==> src/rtl/addsub_pipe_if.sv <==
// Operand/result handshake bundle for addsub_pipe.
// The master drives operands and result acceptance; the slave is the adder pipeline.
interface addsub_pipe_if #(
  parameter int WIDTH = 64
);
  logic             in_valid;
  logic             in_ready;
  logic [WIDTH-1:0] a;
  logic [WIDTH-1:0] b;
  logic             sub;
  logic             out_valid;
  logic             out_ready;
  logic [WIDTH-1:0] result;
  logic             overflow;
  logic             carry;

  modport master (
    output in_valid, a, b, sub, out_ready,
    input  in_ready, out_valid, result, overflow, carry
  );

  modport slave (
    input  in_valid, a, b, sub, out_ready,
    output in_ready, out_valid, result, overflow, carry
  );
endinterface

==> src/rtl/addsub_pipe.sv <==
// Pipelined two's-complement adder/subtractor: the carry chain is cut into STAGES
// registered slices, with optional signed saturation on the registered output.
module addsub_pipe #(
  parameter int WIDTH    = 64,
  parameter int STAGES   = 2,
  parameter int SATURATE = 0
) (
  input logic          clk,
  input logic          rst_n,
  addsub_pipe_if.slave bus
);
  localparam int SW = WIDTH / STAGES;

  logic              adv_s;
  logic              last_vld_s;
  logic [STAGES-1:0] vld_r;
  logic [WIDTH-1:0]  raw_s;
  logic [WIDTH-1:0]  res_s;
  logic              a_msb_s;
  logic              bx_msb_s;
  logic              ovf_s;
  logic              carry_s;
  logic [WIDTH-1:0]  result_r;
  logic              overflow_r;
  logic              carry_r;

  // Whole pipe moves together; a stalled output freezes every stage.
  assign adv_s         = !vld_r[STAGES-1] || bus.out_ready;
  assign bus.in_ready  = adv_s;
  assign bus.out_valid = vld_r[STAGES-1];
  assign bus.result    = result_r;
  assign bus.overflow  = overflow_r;
  assign bus.carry     = carry_r;

  // Stage k adds slice k. Its register keeps only the still-unused upper operand
  // bits (which include both sign bits) plus the low sum bits produced so far.
  for (genvar k = 0; k < STAGES; k++) begin : g_stage
    localparam int RW = WIDTH - k * SW;
    localparam int LW = (k + 1) * SW;

    logic [RW-1:0] op_a_s;
    logic [RW-1:0] op_bx_s;
    logic          op_c_s;
    logic          op_sub_s;
    logic [SW:0]   slice_s;
    logic [LW-1:0] sum_s;

    if (k == 0) begin : g_src
      assign op_a_s   = bus.a;
      assign op_bx_s  = bus.b ^ {WIDTH{bus.sub}};
      assign op_c_s   = bus.sub;
      assign op_sub_s = bus.sub;
      assign sum_s    = slice_s[SW-1:0];
    end else begin : g_src
      assign op_a_s   = g_stage[k-1].g_reg.a_r;
      assign op_bx_s  = g_stage[k-1].g_reg.bx_r;
      assign op_c_s   = g_stage[k-1].g_reg.c_r;
      assign op_sub_s = g_stage[k-1].g_reg.sub_r;
      assign sum_s    = {slice_s[SW-1:0], g_stage[k-1].g_reg.sum_r};
    end

    assign slice_s = {1'b0, op_a_s[SW-1:0]} + {1'b0, op_bx_s[SW-1:0]} + {{SW{1'b0}}, op_c_s};

    if (k < STAGES - 1) begin : g_reg
      logic [RW-SW-1:0] a_r;
      logic [RW-SW-1:0] bx_r;
      logic [LW-1:0]    sum_r;
      logic             c_r;
      logic             sub_r;

      // Skew register: partial sum, slice carry and remaining operand bits.
      always_ff @(posedge clk or negedge rst_n) begin
        if (!rst_n) begin
          a_r   <= '0;
          bx_r  <= '0;
          sum_r <= '0;
          c_r   <= 1'b0;
          sub_r <= 1'b0;
        end else if (adv_s) begin
          a_r   <= op_a_s[RW-1:SW];
          bx_r  <= op_bx_s[RW-1:SW];
          sum_r <= sum_s;
          c_r   <= slice_s[SW];
          sub_r <= op_sub_s;
        end
      end
    end
  end

  if (STAGES == 1) begin : g_last_vld
    assign last_vld_s = bus.in_valid;
  end else begin : g_last_vld
    assign last_vld_s = vld_r[STAGES-2];
  end

  // Valid shift chain; a bubble enters stage 0 whenever in_valid is low.
  always_ff @(posedge clk or negedge rst_n) begin
    if (!rst_n) begin
      vld_r <= '0;
    end else if (adv_s) begin
      for (int k = STAGES - 1; k > 0; k--) begin
        vld_r[k] <= vld_r[k-1];
      end
      vld_r[0] <= bus.in_valid;
    end
  end

  // Flags always describe the raw sum; only the data word is clamped.
  always_comb begin
    raw_s    = g_stage[STAGES-1].sum_s;
    a_msb_s  = g_stage[STAGES-1].op_a_s[SW-1];
    bx_msb_s = g_stage[STAGES-1].op_bx_s[SW-1];
    ovf_s    = (a_msb_s == bx_msb_s) && (raw_s[WIDTH-1] != a_msb_s);
    carry_s  = g_stage[STAGES-1].slice_s[SW] ^ g_stage[STAGES-1].op_sub_s;
    if ((SATURATE != 0) && ovf_s) begin
      if (a_msb_s) begin
        res_s = {1'b1, {(WIDTH-1){1'b0}}};
      end else begin
        res_s = {1'b0, {(WIDTH-1){1'b1}}};
      end
    end else begin
      res_s = raw_s;
    end
  end

  // Output register only loads real beats, so idle cycles keep the last result.
  always_ff @(posedge clk or negedge rst_n) begin
    if (!rst_n) begin
      result_r   <= '0;
      overflow_r <= 1'b0;
      carry_r    <= 1'b0;
    end else if (adv_s && last_vld_s) begin
      result_r   <= res_s;
      overflow_r <= ovf_s;
      carry_r    <= carry_s;
    end
  end
endmodule

==> src/flat_wrapper.sv <==
// flat-port wrapper written by rule: the top's interface ports become plain ports
module addsub_pipe_flat 
#(
  parameter int WIDTH    = 64,
  parameter int STAGES   = 2,
  parameter int SATURATE = 0
)
  (clk, rst_n, bus_in_valid, bus_a, bus_b, bus_sub, bus_out_ready, bus_in_ready, bus_out_valid, bus_result, bus_overflow, bus_carry);
  addsub_pipe_if #(.WIDTH(WIDTH)) bus_i ();
  input logic clk;
  input logic rst_n;
  input wire logic [$bits(bus_i.in_valid)-1:0] bus_in_valid;
  input wire logic [$bits(bus_i.a)-1:0] bus_a;
  input wire logic [$bits(bus_i.b)-1:0] bus_b;
  input wire logic [$bits(bus_i.sub)-1:0] bus_sub;
  input wire logic [$bits(bus_i.out_ready)-1:0] bus_out_ready;
  output wire logic [$bits(bus_i.in_ready)-1:0] bus_in_ready;
  output wire logic [$bits(bus_i.out_valid)-1:0] bus_out_valid;
  output wire logic [$bits(bus_i.result)-1:0] bus_result;
  output wire logic [$bits(bus_i.overflow)-1:0] bus_overflow;
  output wire logic [$bits(bus_i.carry)-1:0] bus_carry;
  assign bus_i.in_valid = bus_in_valid;
  assign bus_i.a = bus_a;
  assign bus_i.b = bus_b;
  assign bus_i.sub = bus_sub;
  assign bus_i.out_ready = bus_out_ready;
  assign bus_in_ready = bus_i.in_ready;
  assign bus_out_valid = bus_i.out_valid;
  assign bus_result = bus_i.result;
  assign bus_overflow = bus_i.overflow;
  assign bus_carry = bus_i.carry;
  addsub_pipe #(.WIDTH(WIDTH), .STAGES(STAGES), .SATURATE(SATURATE)) u_core (.clk(clk), .rst_n(rst_n), .bus(bus_i));
endmodule
==> config.mk <==
export PLATFORM = sky130hd
export DESIGN_NAME = addsub_pipe_flat
export DESIGN_NICKNAME = d
export VERILOG_FILES = /design/src/rtl/addsub_pipe_if.sv /design/src/rtl/addsub_pipe.sv /design/src/flat_wrapper.sv
export SDC_FILE = /design/constraint.sdc
export NUM_CORES = 1
export LEC_CHECK = 0
export CAP_MARGIN = 25
export CELL_PAD_IN_SITES_DETAIL_PLACEMENT = 0
export CELL_PAD_IN_SITES_GLOBAL_PLACEMENT = 2
export CORE_MARGIN = 2
export CORE_UTILIZATION = 34
export DETAILED_ROUTE_END_ITERATION = 8
export GPL_TIMING_DRIVEN = 0
export MAX_ROUTING_LAYER = met4
export PLACE_DENSITY_LB_ADDON = 0.1
export SLEW_MARGIN = 20
export SYNTH_ARGS = -nofsm -noshare
export SYNTH_HDL_FRONTEND = slang
export SYNTH_SLANG_ARGS = --single-unit
==> constraint.sdc <==
create_clock -name clk -period 8.4 [get_ports clk]
set_input_delay 1.68 -clock clk [delete_from_list [all_inputs] [get_ports clk]]
set_output_delay 1.68 -clock clk [all_outputs]
set_load 0.1 [all_outputs]
Word level (Yosys, flattened, before mapping). Index checks and enable logic that the tools add are counted.

Add/sub/neg operators: 4. Multiply operators: 0. Div/mod/pow operators: 0. Order comparisons: 0. Equal/unequal tests: 2. Shifts and indexed selects: 0. Multiplexer cells: 0. Bitwise operators: 2. Reductions and logical operators: 4.

Operator list (number): adder 32 x 32 -> 33 bit (2); adder 33 x 1 -> 33 bit (2); bitwise XOR 64 bit (1); logical AND 1 bit (2); == test 1 bit (1); logical NOT 1 bit (1); logical OR 1 bit (1); inequality test 1 bit (1); bitwise XOR 1 bit (1).

Bits in registers: 166. Bits in latches: 0. Memory bits (writable): 0. Memory bits (read-only): 0. Logic and storage cells: 21. Memories kept: 0.

Depth between registers and ports, before layout.
Word-level depth: 4. Mapped depth: 13.

Least setup slack after synthesis. OpenSTA, ideal clock, no wires.

Path kind: input port to output port. Start point: input bus_out_ready. End point: output bus_in_ready. Arrival: 3.241 ns. Path slack: 3.479 ns. Stages on the path: 5. Path buffers: 3. Path through: nor2b_1 clkbuf_1 inv_1 clkbuf_1 clkbuf_1.

Cells in the longest elaborated chain, start to end: 1.

Ends and longest elaborated chain: start: declaration (RTL line flat_wrapper.sv:16) `input wire logic [$bits(bus_i.out_ready)-1:0] bus_out_ready;`; logical OR 1 bit (RTL line addsub_pipe.sv:28) `assign adv_s = !vld_r[STAGES-1] || bus.out_ready;`; end: declaration (RTL line flat_wrapper.sv:17) `output wire logic [$bits(bus_i.in_ready)-1:0] bus_in_ready;`.

Every way passes these cells.

Final worst setup path. Same ends and word-level chain as after synthesis.

==> out/metrics.yaml <==
yosys:
  netlist_area_sq_um: 9973
  synth_compound_area_share_pct: 18.49
  synth_cells: 1092
  synth-main-ff-cell: "dfrtp_1"
  synthAdderAreaFrac_pct: 8.380
  synth.most_common_cell: "nand2_1"
  synthXorXnorAreaFrac_pct: 9.836
  yosysWarnings: 0
  synthTopCellsByArea: "dfrtp_1 42%, nand2_1 8.1%, ha_1 7.8%"
  postSynthAreaPerCell_sq_um: 9.133
  synth_common_cells: "216 x nand2_1, 166 x dfrtp_1, 97 x o21ai_0, 75 x a21oi_1, 62 x ha_1"
  synth.largest_area_cell: "dfrtp_1"
  yosys.area_share.simple_pct: 14.77
  synth_nets: 1290
  synth-seq-cells: 166
  synth_top_family_by_area: "compound AO/OA/AOI/OAI gates"
  synth.distinct_cells: 63
  synth.mux.area_fraction_pct: 4.153
  synth_edf_count: 0
  synth-seq-area-share_pct: 41.65
  synthArstFlopShare_pct: 100.0
  synth_top_area_share_pct: 41.65
timing:
  fin_crit_ns: 6.500
  tightest_slew_ns: 1.062
  finalSetupTns_ns: 0
  hold_violations: 0
  setup_viol: 0
  slew_viol_final: 0
  fin_crit_sh_pct: 77.38
  max-slew-margin-rel_pct: 28.95
  rsz0062_at_grt: "false"
  skew_ns: 0.01640
  fmax_mhz: 153.8
status:
  outcome: "complete, no violations"
finish:
  postLayoutCellArea_sq_um: 13060
  register_area_sq_um: 4154
  nNetsFinal: 1510
  final_core_util_pct: 45.36
  multi_input_area_sq_um: 5548
  drive_above_1_share_pct: 5.967
  fillers: 2895
  finalNonFillerCells: 1710
  synthToLayoutAreaGrowth_pct: 30.90
routing:
  vias: 8401
  drcViolationCount: 0
  vias_per_cell: 4.913
  wl_per_cell_microns: 17.41
  dr.pass1.iters: 5
  drtIter0Drc: 379
  antenna_left: 0
  wl_microns: 29770
global_routing:
  grt_pass1_wl_microns: 47140
  grt_usage_pct: 20.34
  grt_max_degree: 85
  antenna_found_initial: 2
  overflow: 0
  grt_pass1_vias: 8558
cts:
  clkLatencyLatePin_ns: 0.44
  clockBufferDepth: 2
  path_clk_slew_ns: 0.07
  cts_tree: "yes"
  cts_setup_buffers: 0
  cts-buffers-inserted: 17
  root_buffer: "clkbuf_16"
  cts.sinks: 166
  ctsResizeCount: 0
  hold_buffers: 0
  h-tree-depth: 4
place:
  dpl.cell_count: 1677
  io_buffers: 200
  dp_hpwl_microns: 23060
  place_congestion: 0.8341
  place_area_sq_um: 12490
die:
  coreArea_sq_um: 28780
  die_y_microns: 175.3
  io_pins: 201
  start_util_pct: 34.65
  rows: 62
  die_w_microns: 175.3
  die-area_sq_um: 30720
critical_path:
  path_class: "in2out"
  cp_max_fo: 10
  end_kind: "output pin"
  worstPathArrival_ns: 4.82
  crit_required_ns: 6.72
  start_kind: "primary input"
hold_path:
  min_path_type: "reg2reg"
flow_run:
  maxCapViolCount: 0
power_and_ir_drop:
  power_density_nw_per_um2: 346.6
  peakVddDrop_v: 0.0002077
  p_leak_nw: 5.630
## placed cells by master, fill, tap and decap left out, drive strengths merged, types with 4 or more instances in the layout
master	netlist	routed
nand2	216	216
clkdlybuf4s50	0	199
dfrtp	166	166
o21ai	99	99
a21oi	76	76
ha	62	62
xnor2	60	60
nor2	57	57
clkbuf	39	57
xor2	52	52
mux2	35	35
a21o	30	30
inv	20	25
buf	12	14
nand3	13	13
and2	12	12
o21a	12	12
o31ai	12	12
nand4	11	11
nor3	10	10
a31oi	10	10
and3	8	8
a211oi	8	8
o21bai	7	7
nand2b	5	5
o211ai	5	5
or3	5	5
nor2b	4	4
clkinvlp	0	4
## per-layer routing
layer  track usage [%]  routed length (microns)
met3             3.636                     1167
met2             33.45                    14490
met1             26.21                    13810
met4             4.583                      312
met5                 -                        0
## report_power, final
part / internal (mW) / total, mW / switching (mW)
clock: 0.418 / 0.773 / 0.355
sequential: 1.05 / 1.22 / 0.161
combinational: 0.719 / 2.54 / 1.82
## final cells by class
type | count | area share [%]
multi-input cells | 855 | 42.50
flip-flops and latches | 166 | 31.82
repair buffers | 201 | 15.58
well taps | 384 | 3.680
clock buffers | 18 | 3.364
plain buffers | 51 | 1.505
clock inverters | 13 | 0.9392
inverters | 20 | 0.5750
diodes | 2 | 0.03834
## metrics by stage
step	hold WS [ns]	total power [mW]	worst slack (ns)
after floorplan	0.4428	3.088	3.479
after global placement	0.4549	3.776	-1.700
after detailed placement	0.4649	3.782	1.892
after CTS	0.4796	4.577	1.886
after global routing	0.4987	4.773	1.756
final	0.4766	4.525	1.900
## sequential cells by signal, indices dropped and copies added (netlist names)
name	cells
u_core.g_stage.g_reg.sub_r	1
u_core.bus.result	64
u_core.g_stage.g_reg.c_r	1
u_core.bus.carry	1
u_core.g_stage.g_reg.sum_r	32
u_core.g_stage.g_reg.bx_r	32
u_core.vld_r	2
u_core.g_stage.g_reg.a_r	32
u_core.bus.overflow	1
## worst paths after layout
| path | from | endpoint | slack [ns] | cells past startpoint |
|---|---|---|---|---|
| worst max-delay path | bus_out_ready | bus_in_ready | 1.90 | 7 |
| worst min-delay path | u_core.g_stage[0].g_reg.a_r[2] | u_core.g_stage[0].g_reg.a_r[2] | 0.48 | 2 |
| min in group asynchronous | rst_n | u_core.g_stage[0].g_reg.a_r[7] | 1.24 | 1 |
| worst min register to register | u_core.g_stage[0].g_reg.a_r[2] | u_core.g_stage[0].g_reg.a_r[2] | 0.48 | 2 |
| max in group asynchronous | rst_n | u_core.g_stage[0].g_reg.sum_r[17] | 6.28 | 2 |
| worst max register to register | u_core.g_stage[0].g_reg.c_r | u_core.bus.result[62] | 5.05 | 11 |
## critical path, cell delays in order
cell             delay (ns)
clkdlybuf4s50_1        0.50
nor2b_1                0.06
clkbuf_1               0.25
inv_1                  0.17
clkbuf_1               0.50
clkbuf_1               0.43
clkdlybuf4s50_1        1.22
## kinds of logic (layout without fill, tap and decap cells)
logic type / count (synthesis) / after routing
buffers and inverters: 71 / 303
xor gates and xnor gates: 112 / 112
DFF: 166 / 166
muxes: 37 / 37
other: 0 / 2
adders and majority gates: 65 / 65
AOI/OAI and AO/OA: 293 / 293
and+or+nand+nor: 348 / 348
(Power assumes the default switching activity.)
